`config.mk`:
```
export PLATFORM = sky130hd
export DESIGN_NAME = clk_rst_sequencer
export DESIGN_NICKNAME = d
export VERILOG_FILES = /design/src/rtl/clk_rst_sequencer.sv
export SDC_FILE = /design/constraint.sdc
export NUM_CORES = 1
export LEC_CHECK = 0
export BUFFER_PORTS_ARGS = -buffer_cell sky130_fd_sc_hd__clkbuf_2
export CAP_MARGIN = 15
export CORE_ASPECT_RATIO = 0.8
export CORE_MARGIN = 1.5
export CORE_UTILIZATION = 42
export DETAILED_ROUTE_END_ITERATION = 10
export PLACE_DENSITY = 0.63
export SLEW_MARGIN = 20
export SYNTH_ARGS = -nofsm -noshare
export SYNTH_HDL_FRONTEND = slang
export SYNTH_SLANG_ARGS = --single-unit
export TNS_END_PERCENT = 1
```
`constraint.sdc`:
```
create_clock -name clk -period 2.25 [get_ports clk]
set_clock_uncertainty 0.2 [all_clocks]
set_input_delay 0.45 -clock clk [delete_from_list [all_inputs] [get_ports clk]]
set_output_delay 0.45 -clock clk [all_outputs]
set_load 0.05 [all_outputs]
```
`src/rtl/clk_rst_sequencer.sv`:
```
// clk_rst_sequencer: brings up a clocking wizard and sequences staged downstream resets
//   clk           system clock
//   sys_rst       synchronous active-high reset
//   locked        wizard lock flag (asynchronous, synchronized internally)
//   mmcm_rst      reset to the wizard
//   rst_out       staged active-high resets, bit 0 released first
//   ready         all stages released and lock held
//   fault         sticky, wizard retries exhausted
//   retry_cnt     wizard retries used in the current lock attempt
//   lock_loss_cnt saturating count of lock losses in RELEASE/RUN
module clk_rst_sequencer #(
   parameter int LOCK_STABLE  = 16,
   parameter int LOCK_TIMEOUT = 1000,
   parameter int RST_PULSE    = 8,
   parameter int N_RST        = 3,
   parameter int STAGE_GAP    = 4,
   parameter int MAX_RETRY    = 3,
   parameter int CNT_W        = 16
) (
   input  logic             clk,
   input  logic             sys_rst,
   input  logic             locked,
   output logic             mmcm_rst,
   output logic [N_RST-1:0] rst_out,
   output logic             ready,
   output logic             fault,
   output logic [1:0]       retry_cnt,
   output logic [CNT_W-1:0] lock_loss_cnt
);
   localparam int REL_LEN = STAGE_GAP * N_RST;
   localparam int TMAX = (LOCK_TIMEOUT > RST_PULSE)
      ? ((LOCK_TIMEOUT > REL_LEN) ? LOCK_TIMEOUT : REL_LEN)
      : ((RST_PULSE > REL_LEN) ? RST_PULSE : REL_LEN);
   localparam int TW = $clog2(TMAX + 1);
   localparam int SW = $clog2(LOCK_STABLE + 1);
   typedef enum logic [2:0] {MMCM_RST, WAIT_LOCK, RELEASE, RUN, FAULT} state_t;
   state_t             state, state_n;
   logic [1:0]         sync;
   logic               locked_s;
   logic [TW-1:0]      tmr, tmr_n;
   logic [SW-1:0]      stab, stab_n;
   logic               mm_n, rd_n, ft_n;
   logic [N_RST-1:0]   ro_n;
   logic [1:0]         rc_n;
   logic [CNT_W-1:0]   lc_n;
   assign locked_s = sync[1];
   always_ff @(posedge clk) begin
      if (sys_rst) begin
         state         <= MMCM_RST;
         sync          <= '0;
         tmr           <= '0;
         stab          <= '0;
         mmcm_rst      <= 1'b1;
         rst_out       <= '1;
         ready         <= 1'b0;
         fault         <= 1'b0;
         retry_cnt     <= '0;
         lock_loss_cnt <= '0;
      end else begin
         state         <= state_n;
         sync          <= {sync[0], locked};
         tmr           <= tmr_n;
         stab          <= stab_n;
         mmcm_rst      <= mm_n;
         rst_out       <= ro_n;
         ready         <= rd_n;
         fault         <= ft_n;
         retry_cnt     <= rc_n;
         lock_loss_cnt <= lc_n;
      end
   end
   // tmr is shared: pulse length in MMCM_RST, timeout in WAIT_LOCK, stage gap in RELEASE
   always_comb begin
      state_n = state;
      tmr_n   = tmr + TW'(1);
      stab_n  = '0;
      mm_n    = 1'b0;
      ro_n    = rst_out;
      rd_n    = 1'b0;
      ft_n    = 1'b0;
      rc_n    = retry_cnt;
      lc_n    = lock_loss_cnt;
      case (state)
         MMCM_RST: begin
            mm_n = 1'b1;
            ro_n = '1;
            if (tmr == TW'(RST_PULSE - 1)) begin
               state_n = WAIT_LOCK;
               tmr_n   = '0;
               mm_n    = 1'b0;
            end
         end
         WAIT_LOCK: begin
            ro_n   = '1;
            stab_n = locked_s ? stab + SW'(1) : '0;
            // stage 0 is released on the same edge RELEASE is entered
            if (locked_s && stab == SW'(LOCK_STABLE - 1)) begin
               state_n = RELEASE;
               tmr_n   = '0;
               stab_n  = '0;
               ro_n[0] = 1'b0;
            end else if (tmr == TW'(LOCK_TIMEOUT - 1)) begin
               tmr_n = '0;
               if (retry_cnt < 2'(MAX_RETRY)) begin
                  state_n = MMCM_RST;
                  rc_n    = retry_cnt + 2'd1;
                  mm_n    = 1'b1;
               end else begin
                  state_n = FAULT;
                  ft_n    = 1'b1;
               end
            end
         end
         RELEASE, RUN: begin
            if (!locked_s) begin
               state_n = WAIT_LOCK;
               tmr_n   = '0;
               ro_n    = '1;
               lc_n    = (&lock_loss_cnt) ? lock_loss_cnt : lock_loss_cnt + CNT_W'(1);
            end else if (state == RUN) begin
               tmr_n = '0;
               ro_n  = '0;
               rd_n  = 1'b1;
            end else begin
               for (int i = 1; i < N_RST; i++)
                  if (int'(tmr) + 1 == STAGE_GAP * i) ro_n[i] = 1'b0;
               if (int'(tmr) == STAGE_GAP * (N_RST - 1)) begin
                  state_n = RUN;
                  tmr_n   = '0;
                  rd_n    = 1'b1;
                  rc_n    = '0;
               end
            end
         end
         default: begin
            tmr_n = '0;
            ro_n  = '1;
            ft_n  = 1'b1;
         end
      endcase
   end
endmodule

```
After elaboration in Yosys (flattened, before gate mapping)
Index checks and enable logic that the tools add are counted.
{ "classes": {"addsub": 5, "mul": 0, "div_mod_pow": 0, "order_cmp": 1, "n_eq_ne": 22, "shifts": 0, "muxes": 40, "n_bitwise": 4, "n_reduce_logical": 12} }
{ "ops": {"columns": ["cell", "count"], "rows": [
  ["$mux 10", 6],
  ["$eq 32x4->1 const B", 1],
  ["$pmux 10 s3", 1],
  ["$mux 3", 8],
  ["$add 16x1->16 const B", 1],
  ["$reduce_and 16->1", 1],
  ["$mux 2", 7],
  ["$ne 2x2->1 const B", 7],
  ["$mux 1", 13],
  ["$ne 3x3->1 const B", 4],
  ["$add 10x1->11 const B", 1],
  ["$eq 11x4->1 const B", 1],
  ["$add 10x1->10 const B", 1],
  ["$eq 10x10->1 const B", 1],
  ["$eq 10x3->1 const B", 1],
  ["$eq 10x5->1 const B", 1],
  ["$pmux 3 s3", 1],
  ["$ne 4x4->1 const B", 2],
  ["$reduce_and 7->1", 1],
  ["$eq 3x2->1 const B", 2],
  ["$pmux 3 s2", 1],
  ["$reduce_or 3->1", 2],
  ["$add 5x1->5 const B", 1],
  ["$eq 5x4->1 const B", 1],
  ["14 further kinds", 18]
]} }
{ "word_totals": {"ff_bits": 44, "latch_bits": 0, "ram_bits": 0, "mem_bits_ro": 0, "inputBits": 3, "output_inout_bits": 24, "memories": 0} }

Depth between registers and ports, before layout
{ "depth": {"ltp_word": 6, "ltp_mapped": 9, "ltp_nobuf": 8} }

Least setup slack after synthesis
OpenSTA, ideal clock, no wires.
{ "synth_timing": {"path_kind": "register -> register", "start": "register lock_loss_cnt[0]", "end": "register lock_loss_cnt[5]", "setup_time_ns": 0.128, "t_arrival_ns": 2.034, "required_time_ns": 1.922, "path_slack_ns": -0.111, "stages_incl_launch_ff": 7, "synth_period_minus_slack_ns": 2.361, "path_cell_list": "dfxtp_1 -> ha_1 -> nand3_1 -> nor3_2 -> a211oi_1 -> xnor2_1 -> nor2_1"} }
{ "synth_between": {"elab_chain_cells": 3, "elab_cells_between_ends": 4, "cone_classes": "add/sub (1); bitwise (1); reduce/logical (2)"} }
{ "synth_rtl": {"columns": ["element", "line", "text"], "rows": [
  ["from (decl)", "28", "output logic [CNT_W-1:0] lock_loss_cnt"],
  ["from (signal assigned)", "69", "lock_loss_cnt <= lc_n;"],
  ["branches (longest 3 deep; another with $add 16x1->16)", null, null]
]} }
Several ways; the timed one is not identified.
A chain may end at the register's enable or synchronous reset.

Worst setup path in the final report
{ "layout_timing": {"start": "register tmr[1]", "end": "register rst_out[1]"} }
{ "layout_between": {"elab_chain_cells": 3} }
{ "layout_rtl": {"columns": ["element", "line", "text"], "rows": [
  ["from (decl)", "40", "logic [TW-1:0] tmr, tmr_n;"],
  ["from (signal assigned)", "62", "tmr <= tmr_n;"],
  ["$add 10x1->11", "126", "if (int'(tmr) + 1 == STAGE_GAP * i) ro_n[i] = 1'b0;"],
  ["$eq 32x4->1", "126", null],
  ["$ne 4x4->1 (no line)", null, null],
  ["to (signal assigned)", "65", "rst_out <= ro_n;"],
  ["to (decl)", "24", "output logic [N_RST-1:0] rst_out,"]
]} }
No other way between the ends.

==> out/qor.txt <==
Die width -> 85.2 µm
Yosys cell types -> 55
Num rows -> 23
Global-route wire length before repair -> 7480 µm
Max Root-Sink Buffers -> 2
Via count -> 1815
Critical path destination -> rst_out[1]
Commonest non-fill, non-tap cell in the layout -> dfxtp_1
Die area -> 0.00586 mm²
Design Power -> 1.45 mW
Antenna-violating nets left -> 0
Leak -> 0.940 nW
Crit end category -> flop
Dpl ws -> 0.0936 ns
Seq cells post-synth -> 44
Power per cell area -> 572 mW/mm²
Antenna diodes -> 0
Input/output buffers -> 26
Predominant post-synthesis flop cell -> dfxtp_1
Initial antenna violation count -> 0
Final Critical Period -> 2.13 ns
RR Startpoint -> tmr[1]
Vias in the first global route -> 1590
Critical path origin -> tmr[1]
Die H -> 68.8 µm
Setup Buffers After CTS -> 0
Cells after Synth -> 252
Worst Tran Pin Value -> 0.384 ns
CP Class -> reg2reg
Worst EP arrival -> 2.12 ns
Wl on met1 -> 2480 µm
EDFF count, synth -> 0
Seq/Total Area, Yosys -> 38.8%
Most frequent cells in the layout -> dfxtp_1 (42), nor2_1 (37), clkbuf_2 (26), xnor2_1 (18), nand3_1 (17)
Clock Pin Slew Worst Setup and Hold Paths -> 0.09 ns
TritonCTS clock tree -> done
Setup ws final -> 0.120 ns
Pin count of the biggest net entering global routing -> 27
Initial Util -> 44.4%
Reg2Reg Depth -> 7
DRT Wirelength -> 4480 µm
Mapped cell area -> 0.00227 mm²
Failing checks -> design-rule violations
RR Endpoint -> rst_out[1]
Num CTS Buffers -> 5
Clock latency on the worst-skew pair -> 0.30 ns
Status -> complete, but fails checks
Met3 WL -> 185 µm
Flop2flop setup slack -> 0.12 ns
Fin util -> 49.6%
Final hold vios -> 0
Crit path cell chain -> ha_1, buf_4, nand3_1, nor3_1, mux2_2, nor2_1, a21oi_1
H-Tree Depth -> 2
Layout cells sized above 1 -> 23.0%
Finish-stage setup viols -> 0
Hpwl dp -> 3300 µm
Ys async rst share -> 0%
Peak Freq -> 470 MHz
CTS Root Buffer Type -> clkbuf_8
CP Launch Type -> flop
Core Area -> 0.00512 mm²
Hold Crit Class -> in2reg
Synth warnings -> 0
P&R area growth vs syn -> 11.9%
GP Congestion -> 0.804
DRT Pass-1 Iters -> 7
CP required -> 2.24 ns
Max Used Layer -> met4
Slew Viols, Final -> 0
Via density -> 5.28
Setup TNS -> 0 ns
Starting DRT DRC Count -> 95
CP max-delay cell -> dfxtp_1
RSZ-0062 raised after global routing -> false
Post-route DRC -> 1
Avg Cell Area, Syn -> 9.02 µm²
Slew margin rel. -> 74.2%
Clock sink count -> 44
Crit share post-route -> 94.7%
Nets@finish -> 290
IO Count -> 27
Metal2 WL -> 1760 µm
Syn nets -> 261
Drt wl/cell -> 13.0 µm
Peak supply drop -> 0.349 mV
GRT Util Overall -> 16.3%
Largest fanout on the critical path -> 7
Max stage delay on crit path -> 0.44 ns
Max-Cap Viols -> 0
GRT Residual Overflow -> 0
WHS -> 0.158 ns
worst min-delay path by stage:
| stage | from | end | cells past startpoint |
|---|---|---|---|
| floorplan | sync[0] | sync[1] | 1 |
| global placement | sync[0] | sync[1] | 1 |
| detailed placement | sync[0] | sync[1] | 1 |
| CTS | locked | sync[0] | 2 |
| global route | locked | sync[0] | 2 |
| finish | locked | sync[0] | 2 |
synth_stat cells, drive strengths merged, types with 6 or more instances:
master  instances  area, µm²
nor2b           6       37.5
nor2           39        151
or3             6       42.5
xnor2          18        158
dfxtp          44        881
inv            11       41.3
a21oi          14       73.8
nor3           11       71.3
nand3          17       85.1
nand2          15       56.3
ha              6       75.1
per-stage QoR:
step                area (µm²)  instances
floorplan                 2270        252
global placement          2430        336
detailed placement        2430        336
CTS                       2540        344
global route              2540        344
finish                    2540        344
worst max-delay path, delay by kind of cell (launching register included):
family	cells	cell delay, ns
fa+ha+maj	1	0.21
simple gates	3	0.56
buf+inv	1	0.16
flops	1	0.44
compound gates	1	0.08
mux	1	0.38
repair_timing:
item	4_1_cts	5_1_grt
setup endpoints to repair	0	9
gates resized for setup	0	1
hold buffers	0	0
cell families after synthesis:
kind of cell / Yosys count / share of synthesized area [%]
multiplexers: 3 / 1.38
adder cells (fa/ha/maj): 6 / 3.30
AND/OR/NAND/NOR: 118 / 30.1
XOR/XNOR: 22 / 8.48
AO/OA/AOI/OAI: 37 / 11.6
buffers and inverters: 22 / 6.44
flip-flops: 44 / 38.8
sequential cells by signal, indices dropped and copies added, names as in the netlist:
| signal | count |
|---|---|
| retry_cnt | 2 |
| stab | 5 |
| state | 3 |
| fault | 1 |
| rst_out | 3 |
| tmr | 10 |
| sync | 2 |
| mmcm_rst | 1 |
| ready | 1 |
| lock_loss_cnt | 16 |
per-layer routing:
metal,global-route usage (%),vias up
met5,0,-
met4,5.53,0
met3,3.57,7
met2,23.1,36
met1,24.1,835
li1,-,937
report_power, final:
part	total, mW	switching, mW	internal [mW]
logic	0.0457	0.0272	0.0185
registers	0.798	0.0128	0.785
clock network	0.609	0.281	0.329
cell type report:
type                    instances  area, µm²
repair buffers                 33        183
multi-input cells             186       1250
flip-flops and latches         44        883
fillers                       477       2580
clock buffers                   5       68.8
clock inverters                 3       42.5
inverters                      11       41.3
well taps                      62       77.6
Power figures use the tool's default switching activity.
